`src/rtl/irq_ctrl.sv`:
```
// irq_ctrl: edge-triggered prioritised interrupt controller; register port acks 1 cycle after req_i, never stalls.
// Source-to-irq_o latency is 2 edges, or 4 edges with IRQ_CTRL_SYNC_EN defined (2-flop input synchroniser).
module irq_ctrl #(
   parameter int NUM_SRC = 4,
   parameter int ID_W    = $clog2(NUM_SRC + 1)
) (
   input  logic                clk,
   input  logic                rst,
   input  logic [NUM_SRC-1:0]  src_i,
   input  logic                req_i,
   input  logic                we_i,
   input  logic [3:0]          addr_i,
   input  logic [31:0]         wdata_i,
   output logic [31:0]         rdata_o,
   output logic                ack_o,
   output logic                irq_o,
   output logic [ID_W-1:0]     irq_id_o
);

   localparam logic [1:0] REG_PENDING = 2'd0;
   localparam logic [1:0] REG_ENABLE  = 2'd1;
   localparam logic [1:0] REG_CLAIM   = 2'd2;
   localparam logic [1:0] REG_STATUS  = 2'd3;

   logic [NUM_SRC-1:0] src_s;
   logic [NUM_SRC-1:0] src_q;
   logic [NUM_SRC-1:0] src_edge;
   logic [NUM_SRC-1:0] pending;
   logic [NUM_SRC-1:0] enable;
   logic               in_service;
   logic [ID_W-1:0]    active_id;

   logic [NUM_SRC-1:0] masked;
   logic [NUM_SRC-1:0] winner_oh;
   logic [ID_W-1:0]    cand_id;
   logic [1:0]         sel;
   logic               rd;
   logic               wr;
   logic               claim_ok;
   logic               complete_ok;
   logic [NUM_SRC-1:0] w1c_clr;
   logic [NUM_SRC-1:0] claim_clr;
   logic [31:0]        rdata_nxt;
   logic               unused_ok;

`ifdef IRQ_CTRL_SYNC_EN
   logic [NUM_SRC-1:0] sync_a;
   logic [NUM_SRC-1:0] sync_b;

   always_ff @(posedge clk or posedge rst) begin
      if (rst) begin
         sync_a <= '0;
         sync_b <= '0;
      end else begin
         sync_a <= src_i;
         sync_b <= sync_a;
      end
   end

   assign src_s = sync_b;
`else
   assign src_s = src_i;
`endif

   assign src_edge = src_s & ~src_q;
   assign masked   = pending & enable;
   // Isolate the lowest set bit: lowest index has highest priority.
   assign winner_oh = masked & ~(masked - NUM_SRC'(1));

   always_comb begin
      cand_id = '0;
      for (int n = NUM_SRC - 1; n >= 0; n--) begin
         if (masked[n]) cand_id = ID_W'(n + 1);
      end
   end

   assign sel         = addr_i[3:2];
   assign rd          = req_i & ~we_i;
   assign wr          = req_i & we_i;
   assign claim_ok    = rd && (sel == REG_CLAIM) && !in_service && (|masked);
   assign complete_ok = wr && (sel == REG_CLAIM) && in_service &&
                        (wdata_i[ID_W-1:0] == active_id);
   assign w1c_clr     = (wr && sel == REG_PENDING) ? wdata_i[NUM_SRC-1:0] : '0;
   assign claim_clr   = claim_ok ? winner_oh : '0;

   always_comb begin
      rdata_nxt = '0;
      if (rd) begin
         case (sel)
            REG_PENDING: rdata_nxt = 32'(pending);
            REG_ENABLE:  rdata_nxt = 32'(enable);
            REG_CLAIM:   rdata_nxt = claim_ok ? 32'(cand_id) : 32'd0;
            REG_STATUS: begin
               rdata_nxt     = 32'(active_id);
               rdata_nxt[31] = in_service;
            end
            default:     rdata_nxt = '0;
         endcase
      end
   end

   always_ff @(posedge clk or posedge rst) begin
      if (rst) begin
         src_q      <= '0;
         pending    <= '0;
         enable     <= '0;
         in_service <= 1'b0;
         active_id  <= '0;
      end else begin
         src_q <= src_s;
         // A new edge wins over any clear landing on the same bit.
         pending <= (pending & ~w1c_clr & ~claim_clr) | src_edge;
         if (wr && sel == REG_ENABLE) enable <= wdata_i[NUM_SRC-1:0];
         if (claim_ok) begin
            in_service <= 1'b1;
            active_id  <= cand_id;
         end else if (complete_ok) begin
            in_service <= 1'b0;
            active_id  <= '0;
         end
      end
   end

   always_ff @(posedge clk or posedge rst) begin
      if (rst) begin
         rdata_o  <= '0;
         ack_o    <= 1'b0;
         irq_o    <= 1'b0;
         irq_id_o <= '0;
      end else begin
         rdata_o  <= rdata_nxt;
         ack_o    <= req_i;
         irq_o    <= (|masked) & ~in_service;
         irq_id_o <= cand_id;
      end
   end

   assign unused_ok = ^{addr_i[1:0], wdata_i[31:NUM_SRC]};

endmodule

```
`config.mk`:
```
export PLATFORM = sky130hd
export DESIGN_NAME = irq_ctrl
export DESIGN_NICKNAME = d
export VERILOG_FILES = /design/src/rtl/irq_ctrl.sv
export SDC_FILE = /design/constraint.sdc
export NUM_CORES = 1
export LEC_CHECK = 0
export ABC_AREA = 1
export CORE_UTILIZATION = 41
export DETAILED_ROUTE_END_ITERATION = 16
export PLACE_DENSITY_LB_ADDON = 0.3
export SYNTH_ARGS = -nofsm -noshare
export SYNTH_HDL_FRONTEND = slang
export SYNTH_SLANG_ARGS = --single-unit
export TNS_END_PERCENT = 30
```
`constraint.sdc`:
```
create_clock -name clk -period 1.7 [get_ports clk]
set_clock_uncertainty 0.05 [all_clocks]
set_input_delay 0.34 -clock clk [delete_from_list [all_inputs] [get_ports clk]]
set_output_delay 0.34 -clock clk [all_outputs]
set_load 0.02 [all_outputs]
```
==> metrics.md, run 1 <==
| Metric | Value |
|---|---|
| Ys Warns | `0` |
| DR iter-0 viols | `38` |
| Cts repair resizes | `0` |
| Die Y | `60.4 um` |
| Mapped Cells | `168` |
| Crit path required time | `1.31 ns` |
| Inserted Clock Buffers | `3` |
| Fin crit share | `96.5%` |
| CP Launch Type | `flip-flop` |
| GR Util All Layers | `14.7%` |
| Hold WC Path Type | `in2async` |
| Netlist cell types | `20` |
| # port buffers | `23` |
| Area delta synth->final | `16.6%` |
| Final Hold Viols | `0` |
| Pre-Repair DR Iteration Count | `4` |
| CP Class | `reg2out` |
| Final setup violation count | `0` |
| Mapped Avg Cell Area | `8.33 um^2` |
| Die Wd | `60.4 um` |
| DRC Markers | `0` |
| Layout cells sized above 1 | `10.7%` |
| Post-Route WL | `2430 um` |
| Setup total negative slack | `0 ns` |
| H-Tree Depth | `1` |
| Layout Utilization | `51.7%` |
| Largest net degree at the start of global routing | `27` |
| Initial Utilization | `44.4%` |
| CP max-delay cell | `clkdlybuf4s50_1` |
| Clk Latency, worst-skew pair | `0.31 ns` |
| Max FO, Critical Path | `1` |
| Post-route ant nets | `0` |
| Clk pin slew, worst setup/hold paths | `0.12 ns` |
| Hold-fix buffers, CTS | `0` |
| Largest delay share family, worst path | `buffers and inverters` |
| Final net count | `242` |
| Max Cap Viol | `0` |
| DP HPWL | `1910 um` |
| Ports | `81` |
| Most common cell after layout, fill and taps aside | `nand2_1` |
| Reg2reg start | `in_service$_DFFE_PP0P_` |
| Crit-path max cell delay | `0.59 ns` |
| Vias in the first global route | `913` |
| Core area | `3150 um^2` |
| Bufs and invs on worst path | `1` |
| Setup bufs post-CTS | `0` |
| Fmax | `610 MHz` |
| Routed len/inst | `10.1 um` |
| Clock buffer depth | `2` |
| CP Capture Type | `output port` |
| Cell taking the most area after synthesis | `dfrtp_1` |
| Die ar. | `3650 um^2` |
| Sink Count | `26` |
| DR vias | `1069` |
| CP Cell Sequence | `clkdlybuf4s50_1` |
| # diodes | `0` |
| Area of the mapped netlist | `1400 um^2` |
| Tmin final | `1.64 ns` |
| RSZ-0062 raised after global routing | `no` |
| Flops & latches, synth | `26` |
| Flop2flop setup slack | `0.44 ns` |
| GP Congestion | `0.907` |
| Max IR drop VDD | `0.000671 V` |
| Synth top area share | `46.5%` |
| Area contributors post-synth | `dfrtp_1, buf_4, nand2_1` |
| End of the worst register-to-register path | `active_id[2]$_DFFE_PP0P_` |
| Crit path depth | `1` |
| CTS tree | `built` |
| R2R cell count | `6` |
| PwrDens | `955 nW/um^2` |
| Static Leak | `0.000888 uW` |
| Initial antenna violation count | `0` |
| Site row count | `20` |
| Most frequent cells in the layout | `nand2_1, conb_1, dfrtp_1, inv_1, clkdlybuf4s50_1` |
| Total gr overflow | `0` |
| Seq/Total Area, Yosys | `46.5%` |
| First-pass GRT wire length | `3880 um` |
| Final total power | `1560 uW` |
| Clock root buffer | `clkbuf_4` |
| Status | `finished clean` |
| DR vias/cell | `4.45` |
| Max-slew violations | `0` |
| Worst path arrival time | `1.25 ns` |
==> how the worst max path moves through the flow <==
stage	from	to	slack (ns)
after floorplan	enable[0]$_DFFE_PP0P_	pending[3]$_DFF_PP0_	0.63
after global placement	addr_i[3]	pending[2]$_DFF_PP0_	0.02
after detailed placement	addr_i[3]	pending[3]$_DFF_PP0_	0.01
after CTS	ack_o$_DFF_PP0_	ack_o	0.04
after global routing	rdata_o[31]$_DFF_PP0_	rdata_o[31]	0.007
final	irq_o$_DFF_PP0_	irq_o	0.06
==> power by group <==
part           switching, uW  internal [uW]
clock                    163           82.9
sequential              77.0            726
combinational            321            188
total                    561            997
==> layout make-up <==
class                      instances  area [um^2]
inverter                          26         97.6
clock buffer                       3         22.5
multi-input combinational        115          546
timing repair buffer              26          260
fill                             323         1520
tap                               44         55.1
sequential                        26          651
==> through the flow <==
| step | area, um^2 | cells | hold WS [ns] | setup slack [ns] |
|---|---|---|---|---|
| after floorplan | 1500 | 194 | 0.321 | 0.628 |
| after global placement | 1600 | 237 | 0.347 | 0.0214 |
| after detailed placement | 1600 | 237 | 0.358 | 0.0133 |
| after CTS | 1620 | 240 | 0.328 | 0.0365 |
| after global routing | 1630 | 240 | 0.358 | 0.00692 |
| final | 1630 | 240 | 0.323 | 0.0602 |
==> metal layers <==
layer / global-route usage, % / routed length (um) / up-vias / part of all wire [%]
met5: 0 / 0 / - / 0
met4: 7.14 / 68 / 0 / 2.8
met3: 4.69 / 175 / 6 / 7.2
met2: 22.9 / 1140 / 46 / 47
met1: 18.6 / 1040 / 492 / 43
li1: - / - / 525 / -
==> flip-flops by register name (all words and copies together) (netlist names) <==
register / flops
pending: 4
active_id: 3
irq_id_o: 3
ack_o: 1
rdata_o: 5
irq_o: 1
src_q: 4
in_service: 1
enable: 4
==> kinds of logic after synthesis <==
group,count (synthesis),share of synthesized area [%]
other,1,0.268
AO/OA/AOI/OAI,25,9.21
AND/OR/NAND/NOR,63,22.5
flip-flops,26,46.5
buffers and inverters,53,21.5
==> cells in the mapped netlist <==
| library cell | n |
|---|---|
| a21oi_1 | 5 |
| inv_1 | 23 |
| nor2_2 | 1 |
| o21ai_1 | 1 |
| nor3_1 | 1 |
| o21a_1 | 1 |
| o21ai_0 | 17 |
| a31oi_1 | 1 |
| nor2_4 | 1 |
| nand3_1 | 9 |
| nor3_4 | 1 |
| nor2_8 | 1 |
| nand3_2 | 2 |
| buf_4 | 27 |
| inv_2 | 3 |
| nand2_2 | 6 |
| dfrtp_1 | 26 |
| nand2_1 | 37 |
| conb_1 | 1 |
| nor2_1 | 4 |
(Power assumes the default switching activity.)
==> run 2: changes to the inputs <==
Settings changed: CORE_UTILIZATION 41 to 34.
Clock period 1.7 ns to 1.39 ns, I/O delays scaled along.
==> run 2 against run 1 <==
  * Non-clock buffer count rose by 4
  * Flip-flop and latch count did not move
  * Worst setup slack improved by 0.048 ns
  * Critical path type is now reg2reg
  * Highest routed layer unchanged
==> metrics.md, run 2 (same netlist as run 1, synthesis figures left out) <==
| Metric | Value |
|---|---|
| Status | `finished clean (unchanged)` |
| Post-place instance area | `1650 um^2 (was 1600 um^2)` |
| Pre-Repair DR Iteration Count | `4 (unchanged)` |
| Max-slew violations | `0 (unchanged)` |
| Clk Latency, worst-skew pair | `0.27 ns (was 0.31 ns)` |
| H-Tree Depth | `1 (unchanged)` |
| Final setup violation count | `0 (unchanged)` |
| Ports | `81 (unchanged)` |
| Initial Utilization | `36.8% (was 44.4%)` |
| CP Capture Type | `flip-flop (was output port)` |
| DR vias | `1005 (was 1069)` |
| # port buffers | `23 (unchanged)` |
| # diodes | `0 (unchanged)` |
| Finished Layout Cells | `249 (was 240)` |
| Most frequent cells in the layout | `nand2_1, conb_1, dfrtp_1, inv_1, o21ai_0 (was nand2_1, conb_1, dfrtp_1, inv_1, clkdlybuf4s50_1)` |
| GR Util All Layers | `13.2% (was 14.7%)` |
| Setup total negative slack | `0 ns (unchanged)` |
| Die ar. | `4370 um^2 (was 3650 um^2)` |
| Static Leak | `0.000955 uW (was 0.000888 uW)` |
| Inserted Clock Buffers | `3 (unchanged)` |
| Most common cell after layout, fill and taps aside | `nand2_1 (unchanged)` |
| Tmin final | `1.28 ns` |
| Hold-fix buffers, CTS | `0 (unchanged)` |
| Max Cap Viol | `0 (unchanged)` |
| Clock buffer depth | `2 (unchanged)` |
| Vias in the first global route | `876 (was 913)` |
| CTS tree | `built (unchanged)` |
| Layout Utilization | `44.9% (was 51.7%)` |
| Placed cell count | `245 (was 237)` |
| Area delta synth->final | `21.8% (was 16.6%)` |
| RSZ-0062 raised after global routing | `no (unchanged)` |
| DRC Markers | `0 (unchanged)` |
| Post-Route WL | `2530 um (was 2430 um)` |
| Die Y | `66.1 um (was 60.4 um)` |
| Post-route cell area | `1700 um^2 (was 1630 um^2)` |
| Max FO, Critical Path | `7 (was 1)` |
| DP Worst Slack | `-0.238 ns (was 0.0133 ns)` |
| Sink Count | `26 (unchanged)` |
| Hold WC Path Type | `in2reg (was in2async)` |
| Clk pin slew, worst setup/hold paths | `0.09 ns (was 0.12 ns)` |
| Largest net degree at the start of global routing | `27 (unchanged)` |
| Post-route worst setup slack | `0.109 ns (was 0.0602 ns)` |
| CP Launch Type | `flip-flop (unchanged)` |
| Max IR drop VDD | `0.000493 V (was 0.000671 V)` |
| Post-route ant nets | `0 (unchanged)` |
| Crit path required time | `1.50 ns (was 1.31 ns)` |
| GP Congestion | `0.808 (was 0.907)` |
| Initial antenna violation count | `0 (unchanged)` |
| Final net count | `246 (was 242)` |
| DR vias/cell | `4.04 (was 4.45)` |
| Max FFs per register | `5 (unchanged)` |
| Fin crit share | `92.2%` |
| Site row count | `22 (was 20)` |
| First-pass GRT wire length | `4180 um (was 3880 um)` |
| Flop2flop setup slack | `0.11 ns (was 0.44 ns)` |
| Most flops, register | `rdata_o (unchanged)` |
| Layout cells sized above 1 | `13.4% (was 10.7%)` |
| Die Wd | `66.1 um (was 60.4 um)` |
| FILL cells | `395 (was 323)` |
| Fmax | `780 MHz` |
| PwrDens | `1210 nW/um^2 (was 955 nW/um^2)` |
| CP Class | `reg2reg (was reg2out)` |
| Total gr overflow | `0 (unchanged)` |
| DP HPWL | `1950 um (was 1910 um)` |
| Core area | `3800 um^2 (was 3150 um^2)` |
| Clock root buffer | `clkbuf_8 (was clkbuf_4)` |
| DR iter-0 viols | `56 (was 38)` |
| Routed len/inst | `10.1 um (about the same)` |
| Worst path arrival time | `1.39 ns (was 1.25 ns)` |
| Final Hold Viols | `0 (unchanged)` |
-- run 2: changes by cell type in the layout (fill, tap and decap cells not counted), sizes merged --
cell and change:
clkdlybuf4s50 -11, clkbuf +1, dlygate4sd2 +10, buf +4
dlymetal6s2s +1
-- run 2: report_power, final --
group,internal (uW),total (uW),switching [uW]
registers,888,976,87.9
clock network,253,484,231
logic,211,598,388
-- run 2: layout make-up --
cell class                      count  area (um^2)  area share (%)
Clock buffer                        4         55.1            3.23
Inverter                           26         97.6            5.73
Multi-Input combinational cell    115          548            32.2
Sequential cell                    26          651            38.2
Tap cell                           48         60.1            3.52
Timing Repair Buffer               30          293            17.2
-- run 2: final timing paths --
kind,start,endpoint,cells past startpoint
setup / recovery,in_service$_DFFE_PP0P_,pending[3]$_DFF_PP0_,6
setup reg to reg,in_service$_DFFE_PP0P_,pending[3]$_DFF_PP0_,6
min in group asynchronous,rst,irq_id_o[2]$_DFF_PP0_,3
hold / removal,req_i,ack_o$_DFF_PP0_,1
hold reg to reg,src_q[3]$_DFF_PP0_,pending[3]$_DFF_PP0_,1
max in group asynchronous,rst,enable[0]$_DFFE_PP0P_,3
-- run 2: per-stage QoR --
stage,total power [uW],hold WS [ns]
after CTS,2080,0.287
final,2060,0.123
after detailed placement,1630,0.357
after global routing,2200,0.125
after global placement,1620,0.346
after floorplan,1450,0.259
-- run 2: layer usage --
layer / part of all wire, % / GRT usage (%) / up-vias / wire [um]
li1: - / - / 533 / -
met1: 48 / 16.9 / 429 / 1200
met2: 45 / 21.0 / 41 / 1140
met3: 6.5 / 3.79 / 2 / 164
met4: 0.99 / 4.79 / 0 / 25
met5: 0 / 0 / - / 0
-- run 2: worst max-delay path, cell delays in order (launching register included) --
cell     delay [ns]
dfrtp_1        0.44
inv_1          0.10
nand3_2        0.12
nor2_8         0.20
nand2_2        0.12
nand2_1        0.08
o21ai_1        0.05
-- run 2: timing repair --
action	in CTS	in global routing
cloned	0	0
endpoints found under the setup margin	10	12
setup buffers	0	0
gates resized for setup	10	6
pin swaps	0	2
